$ cat src/rtl/ahblite_busmatrix_arbiter_rr_pkg.sv
`default_nettype none
// ============================================================================
// Module      : ahb_bm_pkg
// Description : Shared AHB-Lite encodings, lock-state type and burst helper
//               for the bus-matrix output-stage arbiter.
// Revision    : 1.0 - initial release
// ============================================================================
package ahb_bm_pkg;

  localparam logic [1:0] HTRANS_IDLE   = 2'b00;
  localparam logic [1:0] HTRANS_BUSY   = 2'b01;
  localparam logic [1:0] HTRANS_NONSEQ = 2'b10;
  localparam logic [1:0] HTRANS_SEQ    = 2'b11;

  localparam logic [2:0] HBURST_SINGLE = 3'b000;
  localparam logic [2:0] HBURST_INCR   = 3'b001;
  localparam logic [2:0] HBURST_WRAP4  = 3'b010;
  localparam logic [2:0] HBURST_INCR4  = 3'b011;
  localparam logic [2:0] HBURST_WRAP8  = 3'b100;
  localparam logic [2:0] HBURST_INCR8  = 3'b101;
  localparam logic [2:0] HBURST_WRAP16 = 3'b110;
  localparam logic [2:0] HBURST_INCR16 = 3'b111;

  typedef enum logic [1:0] {
    UNLOCKED   = 2'd0,
    LOCK_FIXED = 2'd1,
    LOCK_INCR  = 2'd2
  } lock_state_e;

  // Remaining beats after the NONSEQ beat; zero for SINGLE and undefined INCR.
  function automatic logic [3:0] burst_beats(input logic [2:0] hburst);
    logic [3:0] beats;
    beats = 4'd0;
    case (hburst)
      HBURST_WRAP4,  HBURST_INCR4:  beats = 4'd3;
      HBURST_WRAP8,  HBURST_INCR8:  beats = 4'd7;
      HBURST_WRAP16, HBURST_INCR16: beats = 4'd15;
      default:                      beats = 4'd0;
    endcase
    return beats;
  endfunction

endpackage
`default_nettype wire

$ cat src/rtl/ahblite_busmatrix_arbiter_rr_if.sv
`default_nettype none
// ============================================================================
// Module      : ahblite_busmatrix_arbiter_rr_if
// Description : Request / output-stage status inputs and grant outputs of
//               one output-stage arbiter.
// Revision    : 1.0 - initial release
// ============================================================================
interface ahblite_busmatrix_arbiter_rr_if #(
  parameter int NUM_PORTS = 4
);
  localparam int SEL_W = $clog2(NUM_PORTS);

  logic [NUM_PORTS-1:0] REQ;
  logic                 HREADY_Outputstage;
  logic                 HSEL_Outputstage;
  logic [1:0]           HTRANS_Outputstage;
  logic [2:0]           HBURST_Outputstage;
  logic [SEL_W-1:0]     PORT_SEL_ARBITER;
  logic                 PORT_NOSEL_ARBITER;
  logic                 PORT_LOCKED;

  modport master (
    output REQ, HREADY_Outputstage, HSEL_Outputstage,
           HTRANS_Outputstage, HBURST_Outputstage,
    input  PORT_SEL_ARBITER, PORT_NOSEL_ARBITER, PORT_LOCKED
  );

  modport slave (
    input  REQ, HREADY_Outputstage, HSEL_Outputstage,
           HTRANS_Outputstage, HBURST_Outputstage,
    output PORT_SEL_ARBITER, PORT_NOSEL_ARBITER, PORT_LOCKED
  );
endinterface
`default_nettype wire

$ cat src/rtl/ahblite_busmatrix_arbiter_rr_burst_tracker.sv
`default_nettype none
// ============================================================================
// Module      : ahblite_arb_burst_tracker
// Description : Burst lock FSM and beat counter; tells the arbiter when a
//               lock starts, when it ends and whether it is held.
// Revision    : 1.0 - initial release
// ============================================================================
module ahblite_arb_burst_tracker
  import ahb_bm_pkg::*;
#(
  parameter int CNT_W = 4
) (
  input  logic       clk,
  input  logic       rst_n,
  input  logic       hready,
  input  logic       hsel,
  input  logic [1:0] htrans,
  input  logic [2:0] hburst,
  input  logic       owner_req,
  output logic       locked,
  output logic       lock_start,
  output logic       release_now
);

  lock_state_e      state_q, state_d;
  logic [CNT_W-1:0] cnt_q, cnt_d;

  always_comb begin
    state_d     = state_q;
    cnt_d       = cnt_q;
    lock_start  = 1'b0;
    release_now = 1'b0;
    case (state_q)
      UNLOCKED: begin
        if (hsel && (htrans == HTRANS_NONSEQ)) begin
          if (hburst == HBURST_INCR) begin
            state_d    = LOCK_INCR;
            lock_start = 1'b1;
          end else if (hburst != HBURST_SINGLE) begin
            state_d    = LOCK_FIXED;
            cnt_d      = CNT_W'(burst_beats(hburst));
            lock_start = 1'b1;
          end
        end
      end
      LOCK_FIXED: begin
        // BUSY keeps the count; IDLE/NONSEQ is an early termination.
        if (htrans == HTRANS_SEQ && cnt_q > CNT_W'(1)) begin
          cnt_d = cnt_q - CNT_W'(1);
        end else if (htrans != HTRANS_BUSY) begin
          state_d     = UNLOCKED;
          cnt_d       = '0;
          release_now = 1'b1;
        end
      end
      LOCK_INCR: begin
        if (!(owner_req && (htrans == HTRANS_SEQ || htrans == HTRANS_BUSY))) begin
          state_d     = UNLOCKED;
          cnt_d       = '0;
          release_now = 1'b1;
        end
      end
      default: begin
        state_d = UNLOCKED;
        cnt_d   = '0;
      end
    endcase
  end

  always_ff @(posedge clk or negedge rst_n) begin
    if (!rst_n) begin
      state_q <= UNLOCKED;
      cnt_q   <= '0;
    end else if (hready) begin
      state_q <= state_d;
      cnt_q   <= cnt_d;
    end
  end

  assign locked = (state_q != UNLOCKED);

endmodule
`default_nettype wire

$ cat src/rtl/ahblite_busmatrix_arbiter_rr.sv
`default_nettype none
// ============================================================================
// Module      : ahblite_busmatrix_arbiter_rr
// Description : N-port output-stage arbiter with burst locking. Define
//               ARB_ROUND_ROBIN_EN for round-robin, else fixed priority.
// Revision    : 1.0 - initial release
// ============================================================================
module ahblite_busmatrix_arbiter_rr
  import ahb_bm_pkg::*;
#(
  parameter int NUM_PORTS = 4,
  parameter int CNT_W     = 4
) (
  input  logic                          HCLK,
  input  logic                          HRESETn,
  ahblite_busmatrix_arbiter_rr_if.slave bus
);

  localparam int SEL_W = $clog2(NUM_PORTS);

  logic [NUM_PORTS-1:0] req;
  logic                 hready;
  logic                 req_any;
  logic                 owner_req;
  logic                 locked, lock_start, release_now;
  logic                 arb_en;
  logic [SEL_W-1:0]     winner;
  logic [SEL_W-1:0]     selport_q, selport_d;
  logic                 noport_q, noport_d;

  assign req       = bus.REQ;
  assign hready    = bus.HREADY_Outputstage;
  assign req_any   = |req;
  assign owner_req = req[selport_q];

  ahblite_arb_burst_tracker #(
    .CNT_W (CNT_W)
  ) u_burst_tracker (
    .clk         (HCLK),
    .rst_n       (HRESETn),
    .hready      (hready),
    .hsel        (bus.HSEL_Outputstage),
    .htrans      (bus.HTRANS_Outputstage),
    .hburst      (bus.HBURST_Outputstage),
    .owner_req   (owner_req),
    .locked      (locked),
    .lock_start  (lock_start),
    .release_now (release_now)
  );

  // The NONSEQ that opens a burst belongs to the current owner, so that edge keeps the grant.
  assign arb_en = release_now | (~locked & ~lock_start);

`ifdef ARB_ROUND_ROBIN_EN
  localparam logic [SEL_W:0] NP_W = (SEL_W+1)'(NUM_PORTS);

  logic [SEL_W-1:0] last_q, last_d;

  always_comb begin
    logic           found;
    logic [SEL_W:0] pos;
    found  = 1'b0;
    pos    = '0;
    winner = last_q;
    for (int i = 0; i < NUM_PORTS; i++) begin
      pos = {1'b0, last_q} + (SEL_W+1)'(i + 1);
      if (pos >= NP_W) pos = pos - NP_W;
      if (!found && req[pos[SEL_W-1:0]]) begin
        found  = 1'b1;
        winner = pos[SEL_W-1:0];
      end
    end
  end

  always_comb begin
    last_d = last_q;
    if (arb_en && req_any) last_d = winner;
  end

  always_ff @(posedge HCLK or negedge HRESETn) begin
    if (!HRESETn) begin
      last_q <= SEL_W'(NUM_PORTS - 1);
    end else if (hready) begin
      last_q <= last_d;
    end
  end
`else
  always_comb begin
    winner = '0;
    for (int i = NUM_PORTS - 1; i >= 0; i--) begin
      if (req[i]) winner = SEL_W'(i);
    end
  end
`endif

  always_comb begin
    selport_d = selport_q;
    noport_d  = noport_q;
    if (arb_en) begin
      noport_d = ~req_any & ~bus.HSEL_Outputstage;
      if (req_any) selport_d = winner;
    end
  end

  always_ff @(posedge HCLK or negedge HRESETn) begin
    if (!HRESETn) begin
      selport_q <= '0;
      noport_q  <= 1'b1;
    end else if (hready) begin
      selport_q <= selport_d;
      noport_q  <= noport_d;
    end
  end

  assign bus.PORT_SEL_ARBITER   = selport_q;
  assign bus.PORT_NOSEL_ARBITER = noport_q;
  assign bus.PORT_LOCKED        = locked;

endmodule
`default_nettype wire
$ cat src/flat_wrapper.sv
// flat-port wrapper written by rule: the top's interface ports become plain ports
module ahblite_busmatrix_arbiter_rr_flat import ahb_bm_pkg::*;
#(
  parameter int NUM_PORTS = 4,
  parameter int CNT_W     = 4
)
  (HCLK, HRESETn, bus_REQ, bus_HREADY_Outputstage, bus_HSEL_Outputstage, bus_HTRANS_Outputstage, bus_HBURST_Outputstage, bus_PORT_SEL_ARBITER, bus_PORT_NOSEL_ARBITER, bus_PORT_LOCKED);
  ahblite_busmatrix_arbiter_rr_if #(.NUM_PORTS(NUM_PORTS)) bus_i ();
  input  logic HCLK;
  input  logic HRESETn;
  input wire logic [$bits(bus_i.REQ)-1:0] bus_REQ;
  input wire logic [$bits(bus_i.HREADY_Outputstage)-1:0] bus_HREADY_Outputstage;
  input wire logic [$bits(bus_i.HSEL_Outputstage)-1:0] bus_HSEL_Outputstage;
  input wire logic [$bits(bus_i.HTRANS_Outputstage)-1:0] bus_HTRANS_Outputstage;
  input wire logic [$bits(bus_i.HBURST_Outputstage)-1:0] bus_HBURST_Outputstage;
  output wire logic [$bits(bus_i.PORT_SEL_ARBITER)-1:0] bus_PORT_SEL_ARBITER;
  output wire logic [$bits(bus_i.PORT_NOSEL_ARBITER)-1:0] bus_PORT_NOSEL_ARBITER;
  output wire logic [$bits(bus_i.PORT_LOCKED)-1:0] bus_PORT_LOCKED;
  assign bus_i.REQ = bus_REQ;
  assign bus_i.HREADY_Outputstage = bus_HREADY_Outputstage;
  assign bus_i.HSEL_Outputstage = bus_HSEL_Outputstage;
  assign bus_i.HTRANS_Outputstage = bus_HTRANS_Outputstage;
  assign bus_i.HBURST_Outputstage = bus_HBURST_Outputstage;
  assign bus_PORT_SEL_ARBITER = bus_i.PORT_SEL_ARBITER;
  assign bus_PORT_NOSEL_ARBITER = bus_i.PORT_NOSEL_ARBITER;
  assign bus_PORT_LOCKED = bus_i.PORT_LOCKED;
  ahblite_busmatrix_arbiter_rr #(.NUM_PORTS(NUM_PORTS), .CNT_W(CNT_W)) u_core (.HCLK(HCLK), .HRESETn(HRESETn), .bus(bus_i));
endmodule
$ cat config.mk
export PLATFORM = sky130hd
export DESIGN_NAME = ahblite_busmatrix_arbiter_rr_flat
export DESIGN_NICKNAME = d
export VERILOG_FILES = /design/src/rtl/ahblite_busmatrix_arbiter_rr_pkg.sv /design/src/rtl/ahblite_busmatrix_arbiter_rr_if.sv /design/src/rtl/ahblite_busmatrix_arbiter_rr_burst_tracker.sv /design/src/rtl/ahblite_busmatrix_arbiter_rr.sv /design/src/flat_wrapper.sv
export SDC_FILE = /design/constraint.sdc
export NUM_CORES = 1
export LEC_CHECK = 0
export ABC_AREA = 1
export BUFFER_PORTS_ARGS = -buffer_cell sky130_fd_sc_hd__buf_2
export CORE_MARGIN = 1
export CORE_UTILIZATION = 30
export CTS_CLUSTER_DIAMETER = 60
export DETAILED_ROUTE_END_ITERATION = 6
export SETUP_SLACK_MARGIN = 0.02
export SLEW_MARGIN = 10
export SYNTH_ARGS = -nofsm -noshare
export SYNTH_HDL_FRONTEND = slang
export SYNTH_SLANG_ARGS = --single-unit
$ cat constraint.sdc
create_clock -name HCLK -period 1.9 [get_ports HCLK]
set_input_delay 0.285 -clock HCLK [delete_from_list [all_inputs] [get_ports HCLK]]
set_output_delay 0.285 -clock HCLK [all_outputs]
set_load 0.01 [all_outputs]
==> impl_results.md, run 1 <==
- Reg2Reg Setup Slack: 0.32 ns
- Htree depth: 1
- Via-per-instance ratio: 4.70
- Initial antenna violation count: 0
- Vias in the first global route: 675
- CTS buffer count: 3
- Worst-margin pin slew: 0.222 ns
- Die X: 52.0 um
- Final HPWL DP: 1310 um
- Synthesized flop and latch total: 9
- First-pass GRT wire length: 2770 um
- Max-slew violations: 0
- Final period util: 0.830
- Synthesized area: 751 um^2
- Area Growth Syn to Fin: 20.2%
- # rows: 17
- Synthesized area per cell: 7.43 um^2
- Worst setup SP type: register
- RSZ-0062 raised after global routing: false
- Setup Skew: 0.00230 ns
- Clock Path Buffers: 2
- Area contributors post-synth: dfrtp_1 27%, nand2_1 14%, ha_1 8.3%
- Int Pwr: 0.000600 W
- Fin nets: 141
- Area after DPL: 866 um^2
- Most frequent cells in the layout: 27 x nand2_1, 16 x buf_2, 14 x inv_1, 8 x dfrtp_1
- Crit path DAT: 1.73 ns
- Sw frac: 0.464
- Final Hold Violating Endpoints: 0
- Combinational power share: 0.568
- R2R depth: 8
- Worst VDD drop: 0.615 mV
- Syn_nets: 119
- Power per Cell Area: 1240 nW/um^2
- Sequential fraction of the synthesis area: 0.302
- WS Path Type: register to register
- Fmax achieved: 634 MHz
- Yosys Warn Count: 0
- Yosys cell types: 27
- DRC: 0
- CTS tree: done
- Crit path capture type: register
- Max FO, Critical Path: 8
- Relative slew margins: 0.851
- Clock power frac: 0.131
- Setup TNS: 0 ns
- Final design utilization: 0.396
- CTS root buf: clkbuf_4
- Status: complete, no violations
- Net Sw Power: 0.000519 W
- Routed wire length: 1570 um
- Post-synthesis cell count: 101
- Post-layout min period: 1.58 ns
- Pre-Repair DR Iteration Count: 4
- # clock sinks: 9
- Synth area leader: dfrtp_1
- Area share of the largest cell type after synthesis: 0.267
- GP Congestion: 0.743
- Share of layout cells above drive strength 1: 0.328
- Starting density of the core: 0.330
- Total congestion overflow: 0
- Commonest non-fill, non-tap cell in the layout: nand2_1
- Finished layout cell area: 902 um^2
- GRT Overall Usage: 0.141
- IO buf count: 16
- Final hold slack: 0.275 ns
- # diodes: 0
- # setup viols final: 0
- Reg-to-Reg Start: u_core.u_burst_tracker.state_q[0]
- Crit. Startpoint: u_core.u_burst_tracker.state_q[0]
- Leak: 0.472 nW
- Hold Path Class: primary input to register
- Max cap viols: 0
- Via count: 705
- Die area: 2710 um^2
- Seq pwr share: 0.301
- Clock transition at the registers of the reported paths: 0.06 ns
- ANT nets after route: 0
- WP data required: 2.05 ns
- Die Ht: 52.0 um
- Drt initial violations: 27
- Post-CTS Setup Inserts: 0
- Fillcell total: 259
- Worst setup path end: u_core.u_burst_tracker.cnt_q[0]
- # IOs: 17
- Largest net degree at the start of global routing: 10
- Worst R2R End: u_core.u_burst_tracker.cnt_q[0]
- Worst-Skew Late Latency: 0.26 ns
- DR WL/cell: 10.5 um
- Core area: 2280 um^2
## registers in the layout, summed over array words and instances, names as in the netlist
signal	cells
u_core.bus.PORT_NOSEL_ARBITER	1
u_core.u_burst_tracker.cnt_q	4
u_core.u_burst_tracker.state_q	2
u_core.bus.PORT_SEL_ARBITER	2
## worst max-delay path: stages, from the launching register on
cell     delay (ns)
dfrtp_1        0.40
inv_1          0.09
ha_1           0.24
inv_2          0.08
nor3_4         0.13
and3b_2        0.25
nand2_4        0.11
nand2_1        0.07
o21a_1         0.10
## per-layer routing
metal	routed length [um]	share of wire	vias to the layer above	global-route usage
met5	0	0	-	0
met2	694	0.44	16	0.237
met3	68	0.043	4	0.0263
met1	786	0.50	320	0.169
met4	23	0.015	0	0.0676
li1	-	-	365	-
## cells by family (layout without fill, tap and decap cells)
kind of cell | Yosys count | after routing | share of synthesized area
flops | 9 | 9 | 0.302
compound gates | 15 | 15 | 0.127
simple gates | 52 | 52 | 0.375
xor+xnor | 2 | 2 | 0.0233
buf+inv | 18 | 39 | 0.0900
fa+ha+maj | 5 | 5 | 0.0833
## stage by stage
stage | worst slack [ns] | total power [W] | std cells
finish | 0.323 | 0.00112 | 150
global route | 0.197 | 0.00124 | 150
CTS | 0.317 | 0.00113 | 150
detailed placement | 0.335 | 0.000974 | 145
global placement | 0.377 | 0.000960 | 145
floorplan | 0.448 | 0.000822 | 101
## synthesized netlist by cell type (all sizes together)
master and number:
nor3 3, xor2 2, dfstp 1, or2 1, nand2 31, nand4 3, dfrtp 8, o21a 1
o21ai 9, inv 18, a21oi 4, a22oi 1, ha 5, nor2 6, nand3 7, and3b 1
## cell type report
cell class                      instances  area [um^2]  share of cell area
Sequential cell                         9          226               0.251
Inverter                               18         67.6              0.0749
Tap cell                               28         35.0              0.0388
Multi-Input combinational cell         74          457               0.506
Timing Repair Buffer                   17         90.1              0.0999
Clock buffer                            4         26.3              0.0291
## power groups by stage
stage,logic (W),registers (W),clock network (W)
6_report,0.000635,0.000337,0.000147
4_1_cts,0.000640,0.000338,0.000154
3_5_place_dp,0.000633,0.000341,0
3_3_place_gp,0.000623,0.000337,0
2_1_floorplan,0.000485,0.000337,0
5_1_grt,0.000722,0.000351,0.000166
## timing repair
item | in CTS | in global routing
resized for setup | 0 | 0
endpoints found under the hold margin | 8 | 0
hold buffers | 1 | 0
setup endpoints to repair | 0 | 0
## worst min path at each step
stage / slack (ns) / endpoint / cells past startpoint / from
6_report: 0.28 / u_core.bus.PORT_NOSEL_ARBITER / 3 / bus_HSEL_Outputstage
3_3_place_gp: 0.15 / u_core.u_burst_tracker.state_q[0] / 1 / HRESETn
5_1_grt: 0.29 / u_core.bus.PORT_NOSEL_ARBITER / 3 / bus_HSEL_Outputstage
4_1_cts: 0.27 / u_core.bus.PORT_NOSEL_ARBITER / 3 / bus_HSEL_Outputstage
3_5_place_dp: 0.16 / u_core.u_burst_tracker.cnt_q[0] / 1 / HRESETn
2_1_floorplan: -0.01 / u_core.bus.PORT_SEL_ARBITER[0] / 0 / HRESETn
No activity file was read; power rests on OpenSTA's default activity.
==> run 2: changes to the inputs <==
==> constraint.sdc (replaced) <==
create_clock -name HCLK -period 1.39 [get_ports HCLK]
set_input_delay 0.2085 -clock HCLK [delete_from_list [all_inputs] [get_ports HCLK]]
set_output_delay 0.2085 -clock HCLK [all_outputs]
set_load 0.01 [all_outputs]
==> impl_results.md, run 2 (same netlist as run 1, synthesis figures left out) <==
- Final design utilization: 0.463
- Setup Skew: 0.00607 ns
- DR top layer: met4
- # rows: 17
- Fmax achieved: 688 MHz
- ANT nets after route: 0
- Max cap viols: 0
- IO buf count: 16
- Via-per-instance ratio: 4.74
- Area Growth Syn to Fin: 40.5%
- # clock sinks: 9
- Status: finished, violations left
- Max-slew violations: 0
- # setup viols final: 6
- Routed wire length: 1770 um
- CTS buffer count: 3
- Power per Cell Area: 1830 nW/um^2
- Leak: 0.541 nW
- Clock transition at the registers of the reported paths: 0.07 ns
- Net Sw Power: 0.000842 W
- Clock power frac: 0.108
- Setup TNS: -0.174 ns
- Fin nets: 155
- Failing checks: negative setup slack
- GRT Overall Usage: 0.147
- Die area: 2710 um^2
- Combinational power share: 0.647
- Most frequent cells in the layout: 26 x nand2_1, 15 x buf_2, 14 x buf_4, 9 x inv_1
- Final HPWL DP: 1380 um
- Crit path DAT: 1.61 ns
- Share of layout cells above drive strength 1: 0.478
- CTS tree: done
- Worst VDD drop: 0.866 mV
- Fillcell total: 236
- RSZ-0062 raised after global routing: true
- Max FO, Critical Path: 8
- Pre-Repair DR Iteration Count: 4
- Commonest non-fill, non-tap cell in the layout: nand2_1
- Drt initial violations: 14
- Initial antenna violation count: 0
- Largest net degree at the start of global routing: 10
- Via count: 777
- Die X: 52.0 um
- Seq pwr share: 0.245
- Finished layout cell area: 1050 um^2
- CTS root buf: clkbuf_4
- Final Hold Violating Endpoints: 0
- WP data required: 1.54 ns
- Die Ht: 52.0 um
- Relative slew margins: 0.853
- Sw frac: 0.437
- # IOs: 17
- WS Path Type: register to register
- Final period util: 1.05
- DRT met1 WL: 857 um
- Wire length on met2: 833 um
- DRC: 0
- Vias in the first global route: 684
- Starting density of the core: 0.330
- Worst-margin pin slew: 0.220 ns
- Area after DPL: 941 um^2
- Worst-Skew Late Latency: 0.26 ns
- Core area: 2280 um^2
- PnR worst setup slack: -0.0644 ns
- Int Pwr: 0.00108 W
- Crit path capture type: register
- Htree depth: 1
- # diodes: 0
- Total congestion overflow: 0
- Hold Path Class: primary input to register
- First-pass GRT wire length: 2860 um
- Largest register FFs: 4
- DR WL/cell: 10.8 um
- Biggest register: u_core.u_burst_tracker.cnt_q
- WL met3: 72 um
- Worst setup SP type: register
- Clock Path Buffers: 2
- GP Congestion: 0.732
- Post-layout min period: 1.45 ns
==> run 2: changes by cell type in the layout (fill, tap and decap cells not counted), sizes merged <==
cell and change:
buf +14
==> run 2: worst paths after layout <==
check | endpoint | cells after the start | slack (ns) | start
min in group asynchronous | u_core.u_burst_tracker.cnt_q[0] | 2 | 0.33 | HRESETn
max in group asynchronous | u_core.bus.PORT_NOSEL_ARBITER | 2 | 0.81 | HRESETn
worst max-delay path | u_core.u_burst_tracker.cnt_q[0] | 8 | -0.06 | u_core.u_burst_tracker.state_q[0]
worst min-delay path | u_core.bus.PORT_NOSEL_ARBITER | 3 | 0.19 | bus_HSEL_Outputstage
worst max register to register | u_core.u_burst_tracker.cnt_q[0] | 8 | -0.06 | u_core.u_burst_tracker.state_q[0]
worst min register to register | u_core.bus.PORT_NOSEL_ARBITER | 2 | 0.47 | u_core.bus.PORT_NOSEL_ARBITER
==> run 2: area by class of cell <==
| cell class | instances | area, um^2 | share of cell area |
|---|---|---|---|
| Sequential cell | 9 | 226 | 0.215 |
| Inverter | 18 | 70.1 | 0.0664 |
| Tap cell | 28 | 35.0 | 0.0332 |
| Clock buffer | 4 | 26.3 | 0.0249 |
| Multi-Input combinational cell | 74 | 495 | 0.470 |
| Timing Repair Buffer | 31 | 201 | 0.191 |
==> run 2: layer usage <==
metal  global-route usage  vias up
met2                0.248       17
met1                0.179      362
met3               0.0263        2
met5                    0        -
li1                     -      396
met4               0.0676        0
==> run 2: power groups by stage <==
stage               combinational (W)  clock, W  sequential [W]
finish                        0.00125  0.000208        0.000473
CTS                           0.00118  0.000221        0.000469
global route                  0.00138  0.000235        0.000484
global placement              0.00102         0        0.000462
floorplan                    0.000714         0        0.000464
detailed placement            0.00105         0        0.000470
==> run 2: metrics by stage <==
stage          power (W)  hold slack (ns)  instances  setup WS, ns
2_1_floorplan    0.00118          -0.0871        101        0.0205
3_3_place_gp     0.00149           0.0764        153       -0.0567
3_5_place_dp     0.00152           0.0787        153        -0.109
4_1_cts          0.00187            0.178        161       -0.0570
5_1_grt          0.00210            0.189        164        -0.133
6_report         0.00193            0.187        164       -0.0644
==> run 2: timing repair <==
item,4_1_cts,5_1_grt
buffers inserted,3,3
pin swaps,9,5
resized for setup,9,2
hold endpoints to repair,8,0
hold buffers,1,0
setup endpoints to repair,10,10
==> run 2: worst max-delay path: stages (launching register included) <==
cell	delay [ns]
dfrtp_1	0.40
inv_2	0.08
ha_4	0.15
inv_4	0.04
nor3_4	0.14
and3b_2	0.25
nand2_4	0.12
nand2_1	0.06
o21a_1	0.10
